<file path="config.mk">
export PLATFORM = sky130hd
export DESIGN_NAME = multicycle_ctrl
export DESIGN_NICKNAME = d
export VERILOG_FILES = /design/src/rtl/mc_pkg.sv /design/src/rtl/alu_decoder.sv /design/src/rtl/multicycle_ctrl.sv
export SDC_FILE = /design/constraint.sdc
export NUM_CORES = 1
export LEC_CHECK = 0
export BUFFER_PORTS_ARGS = -buffer_cell sky130_fd_sc_hd__buf_2
export CELL_PAD_IN_SITES_DETAIL_PLACEMENT = 1
export CELL_PAD_IN_SITES_GLOBAL_PLACEMENT = 2
export CORE_MARGIN = 2
export CORE_UTILIZATION = 21
export DETAILED_ROUTE_END_ITERATION = 10
export HOLD_SLACK_MARGIN = 0.15
export PLACE_DENSITY_LB_ADDON = 0.2
export SLEW_MARGIN = 20
export SYNTH_ARGS = -nofsm -noshare
export SYNTH_HDL_FRONTEND = slang
export SYNTH_SLANG_ARGS = --single-unit
</file>
<file path="constraint.sdc">
create_clock -name clk -period 2.2 [get_ports clk]
set_input_delay 0.33 -clock clk [delete_from_list [all_inputs] [get_ports clk]]
set_output_delay 0.33 -clock clk [all_outputs]
set_load 0.01 [all_outputs]
</file>
<file path="src/rtl/mc_pkg.sv">
// Shared types and encodings for the multicycle MIPS-subset control path.
package mc_pkg;

  typedef enum logic [3:0] {
    FETCH, DECODE, MEMADR, MEMRD, MEMWB, MEMWR,
    EXECUTE, ALUWB, BRANCH, ADDIEX, ADDIWB, JUMP
  } state_t;

  localparam logic [5:0] OP_R    = 6'b000000;
  localparam logic [5:0] OP_LW   = 6'b100011;
  localparam logic [5:0] OP_SW   = 6'b101011;
  localparam logic [5:0] OP_BEQ  = 6'b000100;
  localparam logic [5:0] OP_ADDI = 6'b001000;
  localparam logic [5:0] OP_J    = 6'b000010;

  localparam logic [5:0] FN_ADD = 6'b100000;
  localparam logic [5:0] FN_SUB = 6'b100010;
  localparam logic [5:0] FN_AND = 6'b100100;
  localparam logic [5:0] FN_OR  = 6'b100101;
  localparam logic [5:0] FN_SLT = 6'b101010;

  localparam logic [2:0] ALU_ADD = 3'b010;
  localparam logic [2:0] ALU_SUB = 3'b110;
  localparam logic [2:0] ALU_AND = 3'b000;
  localparam logic [2:0] ALU_OR  = 3'b001;
  localparam logic [2:0] ALU_SLT = 3'b111;

  localparam logic [1:0] ALUOP_ADD   = 2'b00;
  localparam logic [1:0] ALUOP_SUB   = 2'b01;
  localparam logic [1:0] ALUOP_FUNCT = 2'b10;

  localparam logic [1:0] SRCB_RT    = 2'b00;
  localparam logic [1:0] SRCB_FOUR  = 2'b01;
  localparam logic [1:0] SRCB_IMM   = 2'b10;
  localparam logic [1:0] SRCB_IMMSH = 2'b11;

  localparam logic [1:0] PC_ALU    = 2'b00;
  localparam logic [1:0] PC_ALUOUT = 2'b01;
  localparam logic [1:0] PC_JUMP   = 2'b10;

endpackage

</file>
<file path="src/rtl/alu_decoder.sv">
// Maps the FSM's coarse ALU request plus the R-type funct field to an ALU control code.
module alu_decoder
  import mc_pkg::*;
(
  input  logic [1:0] aluop,
  input  logic [5:0] funct,
  output logic [2:0] alu_ctrl_sig
);

  always_comb begin
    alu_ctrl_sig = ALU_ADD;
    case (aluop)
      ALUOP_SUB: alu_ctrl_sig = ALU_SUB;
      ALUOP_FUNCT: begin
        case (funct)
          FN_SUB:  alu_ctrl_sig = ALU_SUB;
          FN_AND:  alu_ctrl_sig = ALU_AND;
          FN_OR:   alu_ctrl_sig = ALU_OR;
          FN_SLT:  alu_ctrl_sig = ALU_SLT;
          default: alu_ctrl_sig = ALU_ADD;
        endcase
      end
      default: alu_ctrl_sig = ALU_ADD;
    endcase
  end

endmodule

</file>
<file path="src/rtl/multicycle_ctrl.sv">
// Multicycle control FSM: sequences fetch/decode/execute over one shared memory port.
// Memory handshake: a transfer completes in a cycle with mem_req=1 and mem_ready=1; otherwise state and outputs hold.
module multicycle_ctrl
  import mc_pkg::*;
(
  input  logic       clk,
  input  logic       reset,
  input  logic [5:0] opcode,
  input  logic [5:0] funct,
  input  logic       zero,
  input  logic       mem_ready,
  output logic       mem_req,
  output logic       iord,
  output logic       mem_write,
  output logic       ir_write,
  output logic       reg_dst,
  output logic       mem_to_reg,
  output logic       reg_write,
  output logic       alu_src_a,
  output logic [1:0] alu_src_b,
  output logic [2:0] alu_ctrl_sig,
  output logic [1:0] pc_src,
  output logic       pc_en,
  output logic       inst_done,
  output logic       illegal_op,
  output state_t     state_o
);

  state_t     state_q, state_d;
  logic [1:0] aluop;
  logic       alu_use;
  logic [2:0] dec_ctrl;

  alu_decoder u_alu_decoder (
    .aluop        (aluop),
    .funct        (funct),
    .alu_ctrl_sig (dec_ctrl)
  );

  always_ff @(posedge clk or posedge reset) begin
    if (reset) state_q <= FETCH;
    else       state_q <= state_d;
  end

  always_comb begin
    state_d    = state_q;
    mem_req    = 1'b0;
    iord       = 1'b0;
    mem_write  = 1'b0;
    ir_write   = 1'b0;
    reg_dst    = 1'b0;
    mem_to_reg = 1'b0;
    reg_write  = 1'b0;
    alu_src_a  = 1'b0;
    alu_src_b  = SRCB_RT;
    pc_src     = PC_ALU;
    pc_en      = 1'b0;
    inst_done  = 1'b0;
    illegal_op = 1'b0;
    aluop      = ALUOP_ADD;
    alu_use    = 1'b0;
    case (state_q)
      FETCH: begin
        mem_req   = 1'b1;
        alu_src_b = SRCB_FOUR;
        alu_use   = 1'b1;
        ir_write  = mem_ready;
        pc_en     = mem_ready;
        if (mem_ready) state_d = DECODE;
      end
      DECODE: begin
        alu_src_b = SRCB_IMMSH;
        alu_use   = 1'b1;
        case (opcode)
          OP_LW, OP_SW: state_d = MEMADR;
          OP_R:         state_d = EXECUTE;
          OP_BEQ:       state_d = BRANCH;
          OP_ADDI:      state_d = ADDIEX;
          OP_J:         state_d = JUMP;
          default: begin
            state_d    = FETCH;
            illegal_op = 1'b1;
          end
        endcase
      end
      MEMADR: begin
        alu_src_a = 1'b1;
        alu_src_b = SRCB_IMM;
        alu_use   = 1'b1;
        state_d   = (opcode == OP_SW) ? MEMWR : MEMRD;
      end
      MEMRD: begin
        mem_req = 1'b1;
        iord    = 1'b1;
        if (mem_ready) state_d = MEMWB;
      end
      MEMWB: begin
        reg_write  = 1'b1;
        mem_to_reg = 1'b1;
        inst_done  = 1'b1;
        state_d    = FETCH;
      end
      MEMWR: begin
        mem_req   = 1'b1;
        iord      = 1'b1;
        mem_write = 1'b1;
        inst_done = mem_ready;
        if (mem_ready) state_d = FETCH;
      end
      EXECUTE: begin
        alu_src_a = 1'b1;
        aluop     = ALUOP_FUNCT;
        alu_use   = 1'b1;
        state_d   = ALUWB;
      end
      ALUWB: begin
        reg_write = 1'b1;
        reg_dst   = 1'b1;
        inst_done = 1'b1;
        state_d   = FETCH;
      end
      BRANCH: begin
        alu_src_a = 1'b1;
        aluop     = ALUOP_SUB;
        alu_use   = 1'b1;
        pc_src    = PC_ALUOUT;
        pc_en     = zero;
        inst_done = 1'b1;
        state_d   = FETCH;
      end
      ADDIEX: begin
        alu_src_a = 1'b1;
        alu_src_b = SRCB_IMM;
        alu_use   = 1'b1;
        state_d   = ADDIWB;
      end
      ADDIWB: begin
        reg_write = 1'b1;
        inst_done = 1'b1;
        state_d   = FETCH;
      end
      JUMP: begin
        pc_src    = PC_JUMP;
        pc_en     = 1'b1;
        inst_done = 1'b1;
        state_d   = FETCH;
      end
      default: state_d = FETCH;
    endcase
  end

  // The ALU code is only meaningful in states that use the ALU; elsewhere it idles at 0.
  assign alu_ctrl_sig = alu_use ? dec_ctrl : 3'b000;
  assign state_o      = state_q;

endmodule

</file>
# Word level (Yosys, flattened, before mapping)
# Index checks and enable logic that the tools add are counted.
classes:
  n_eq_ne: 25
  muxes: 25
  reduce_logical: 12
op_table:
  columns: ["op", "count"]
  rows:
  - ["$eq A6 B6 Y1 const B", 6]
  - ["$pmux W4 S7", 1]
  - ["$pmux W4 S5", 1]
  - ["$eq A4 B3 Y1 const B", 4]
  - ["$eq A4 B4 Y1 const B", 4]
  - ["$mux W4", 3]
  - ["$pmux W3 S4", 1]
  - ["$reduce_or A6 Y1", 2]
  - ["$mux W1", 11]
  - ["$eq A4 B2 Y1 const B", 2]
  - ["$pmux W2 S2", 2]
  - ["$eq A6 B2 Y1 const B", 1]
  - ["$eq A6 B3 Y1 const B", 1]
  - ["$eq A6 B4 Y1 const B", 1]
  - ["$logic_not A6 Y1", 1]
  - ["$mux W3", 2]
  - ["$ne A2 B2 Y1 const B", 3]
  - ["$pmux W2 S3", 1]
  - ["$pmux W3 S2", 1]
  - ["$reduce_or A2 Y1", 3]
  - ["$reduce_or A3 Y1", 2]
  - ["$reduce_or A5 Y1", 1]
  - ["$eq A4 B1 Y1 const B", 1]
  - ["$logic_not A4 Y1", 1]
  - ["other kinds (6)", 6]
word_totals:
  regBits: 4
  inputBits: 16
  out_inout_bits: 22

# Longest topological paths before layout
logic_depth:
  word_depth: 5
  depth_mapped: 8
  depth_no_buf: 7

# Hierarchy
# Synthesis repeated with hierarchy kept, for this count alone.
unflattened:
  hier_cells: 97
  hier_area_um2: 669.4
modules_own_cells:
  columns: ["mod", "n_inst", "cells_each", "area_each_um2", "seq_area_each_um2"]
  rows:
  - ["multicycle_ctrl", 1, 82, 550.5, 100.1]
  - ["alu_decoder", 1, 15, 118.9, 0.0]

# Least setup slack after synthesis
# OpenSTA, ideal clock, no wires.
synth_path:
  kind: "register to output"
  start: "register state_q[1], in the netlist state_o[1]"
  end: "output port alu_ctrl_sig[0]"
  t_arrival_ps: 1870
  required_ps: 1870
  path_slack_ps: 0
  stages_incl_launch_ff: 7
  cell_sequence: "dfrtp_1 buf_2 nor2_1 nand2_1 or2_1 ha_1 nor4_1"
synth_between:
  elab_chain_cells: 5
  elab_cells_between_ends: 13
synth_lines:
  columns: ["element", "line", "source"]
  rows:
  - ["start, declared", "multicycle_ctrl.sv:29", "state_t state_q, state_d;"]
  - ["start signal, assigned", "multicycle_ctrl.sv:42", "else state_q <= state_d;"]
  - ["$eq A4 B4 Y1 / $eq A4 B3 Y1 (equally long branches)", "multicycle_ctrl.sv:62", "case (state_q)"]
  - ["$pmux W2 S2", "multicycle_ctrl.sv:62", null]
  - ["$eq A2 B2 Y1 / $eq A2 B1 Y1 (equally long branches)", "alu_decoder.sv:12", "case (aluop)"]
  - ["$pmux W3 S2", "alu_decoder.sv:12", null]
  - ["$mux W3 (*)", "multicycle_ctrl.sv:153", "assign alu_ctrl_sig = alu_use ? dec_ctrl : 3'b000;"]
  - ["end, declared", "multicycle_ctrl.sv:21", "output logic [2:0] alu_ctrl_sig,"]
# Every way passes the cells marked *; elsewhere a longest branch is shown, timed or not.

# Worst setup path after layout
layout_path:
  start: "register state_q[2], in the netlist state_o[2]"
  end: "output port alu_ctrl_sig[1]"
# Same word-level chain as after synthesis.

==> results.py <==
metrics = {
    "die": {
        "die-area_um2": 3660,
        "io_pins": 38,
        "placementRows": 20,
        "coreArea_um2": 3050,
        "start_util_pct": 21.9,
        "fp.dieW_um": 60.5,
        "die_y_um": 60.5,
    },
    "clock_tree": {
        "cts_max_level": 1,
        "cts_made_buffers": 3,
        "clock-sinks": 4,
        "clk_latency_ps": 240,
        "cts_buffer_depth": 2,
        "clock-root-buffer": "clkbuf_4",
        "path_clk_slew_ps": 40,
        "cts_tree": "done",
    },
    "critical_path": {
        "crit_path_cell_trace": "nor2_2, nand2_1, or2_4, ha_4, a211oi_2, nor2_1, buf_2",
        "cp-end-kind": "output port",
        "crit_path_start_kind": "register",
        "cp.arrival_ps": 1760,
        "rr_worst_depth": 4,
        "slowest_delay_ps": 390,
        "reg2reg_to": "state_o[2]$_DFFE_PP0P_",
        "critPathSlowestCell": "dfrtp_1",
        "crit_type": "register to output port",
        "cp_max_fo": 3,
        "rrSetupSlack_ps": 790,
        "worstPathRequired_ps": 1870,
        "r2r_start": "state_o[3]$_DFFE_PP0P_",
    },
    "synth": {
        "syn_area_per_cell_um2": 6.83,
        "synthArstFlopShare_pct": 100,
        "synthesis.nets": 116,
        "ys_warn_count": 0,
        "synthFlopType": "dfrtp_1",
        "netlist_instances": 98,
        "synth.distinct_cells": 41,
        "syn_area_um2": 669,
        "yosysSeqAreaShare_pct": 15.0,
        "ys_ff_latch": 4,
        "synth_edf_count": 0,
    },
    "placement": {
        "dp_cells": 179,
        "port_buffers": 37,
        "place.detailed.hpwl_um": 1740,
        "place.gp.congestion": 0.803,
        "place_ws_ps": 236,
    },
    "final_layout": {
        "antennaDiodeCount": 0,
        "layout_commonest_cell": "buf_2",
        "nets": 161,
        "num-fill-cells": 410,
        "area_growth_pct": 49.9,
        "drive_above_1_share_pct": 41.8,
        "layout_common_cells": "buf_2, nor2_1, buf_4",
        "final_util_pct": 32.9,
        "final_cells": 185,
        "largest_reg_flops": 4,
    },
    "min_path": {
        "worst_hold_path.endpoint": "state_o[2]$_DFFE_PP0P_",
        "hold_start": "opcode[4]",
        "hold_depth": 4,
        "hold_path.class": "primary input to register",
    },
    "routing": {
        "wl_per_cell_um": 12.3,
        "drtAntennaViolNets": 0,
        "vias_per_cell": 4.72,
        "routed_wl_um": 2280,
        "initialDrtViolationCount": 25,
        "route.vias.total": 874,
        "drtPass1Iterations": 4,
        "drc": 0,
    },
    "timing": {
        "slew_violations": 0,
        "setup_violations": 0,
        "fmax_mhz": 479,
        "fin_skew_ps": 5.04,
        "slew_headroom_pct": 73.0,
        "setup_tns_ps": 0,
        "rsz0062_at_grt": "no",
        "fin_crit_ps": 2090,
        "period_share_pct": 94.9,
        "finalHoldViolCount": 0,
        "setup_ws_ps": 112,
        "tightest_slew_ps": 405,
    },
    "grt": {
        "grt_pass1_vias": 782,
        "antenna_found_initial": 0,
        "grt_max_degree": 21,
        "grt_overflow": 0,
        "grt_pass1_wl_um": 3460,
        "track_usage_pct": 12.2,
    },
    "power": {
        "p_per_area_nw_per_um2": 937,
        "p_leak_nw": 0.482,
        "vdd_drop_max_mv": 0.251,
        "p_total_mw": 0.940,
    },
    "status": {
        "status": "completed",
    },
    "flow_run": {
        "cap_viol_max_count": 0,
    },
}
==> how the worst max path moves through the flow <==
stage,from,endpoint,slack (ps),cells past startpoint
6_report,state_o[2]$_DFFE_PP0P_,alu_ctrl_sig[1],110,7
5_1_grt,state_o[1]$_DFFE_PP0P_,illegal_op,10,5
4_1_cts,state_o[1]$_DFFE_PP0P_,alu_ctrl_sig[1],40,7
3_5_place_dp,state_o[1]$_DFFE_PP0P_,alu_ctrl_sig[1],240,7
3_3_place_gp,state_o[1]$_DFFE_PP0P_,alu_ctrl_sig[1],290,7
2_1_floorplan,state_o[1]$_DFFE_PP0P_,alu_ctrl_sig[0],80,6
==> power breakdown <==
group / leakage (nW) / internal [mW] / switching (mW)
Sequential: 0.0530 / 0.0962 / 0.0193
Combinational: 0.415 / 0.310 / 0.419
Clock: 0.0138 / 0.0613 / 0.0347
==> cell type report <==
class / instances / area, um2 / share of cell area [%]
clock buffers: 3 / 22.5 / 2.24
flip-flops and latches: 4 / 100 / 9.98
inverters: 7 / 26.3 / 2.62
repair buffers: 47 / 267 / 26.6
well taps: 44 / 55.1 / 5.49
multi-input cells: 80 / 533 / 53.1
==> synth_stat cells (3+ instances only) <==
cell	number	area, um2
a21oi_1	7	35.0
nand3_1	5	25.0
buf_2	5	25.0
dfrtp_1	4	100
nor3_1	5	25.0
nand2_1	7	26.3
inv_1	5	18.8
nor3b_1	3	22.5
nor2_1	16	60.1
==> critical path, delay by kind of cell (launching register included) <==
| family | cells | cell delay, ps |
|---|---|---|
| fa+ha+maj | 1 | 260 |
| flops | 1 | 390 |
| buf+inv | 1 | 150 |
| compound gates | 1 | 150 |
| simple gates | 4 | 560 |
==> kinds of logic (layout without fill, tap and decap cells) <==
family                     Yosys count  count (layout)  synth area share [%]
AOI/OAI and AO/OA                   24              24                  24.5
DFF                                  4               4                  15.0
buffers and inverters               14              57                  11.0
xor gates and xnor gates             2               2                  2.62
muxes                                2               2                  3.18
adders and majority gates            2               2                  3.74
and+or+nand+nor                     50              50                  40.0
==> through the flow <==
stage | hold slack, ps | cell area, um2
detailed placement | 226 | 921
global placement | 218 | 921
global route | 484 | 1000
CTS | 441 | 968
floorplan | 96.1 | 676
finish | 441 | 1000
==> layer usage <==
layer	share of wire [%]	GRT usage [%]	vias up
met5	0	0	-
met4	0.39	1.86	0
met3	7.0	2.99	2
met2	44	20.0	27
met1	48	16.8	400
li1	-	-	445
==> timing repair <==
action | in CTS | in global routing
hold buffers | 1 | 0
setup endpoints to repair | 2 | 2
pin swaps | 0 | 4
gates cloned | 0 | 0
resized for setup | 2 | 4
hold endpoints to repair | 4 | 0
buffers inserted | 0 | 2
No activity file was read; power rests on OpenSTA's default activity.
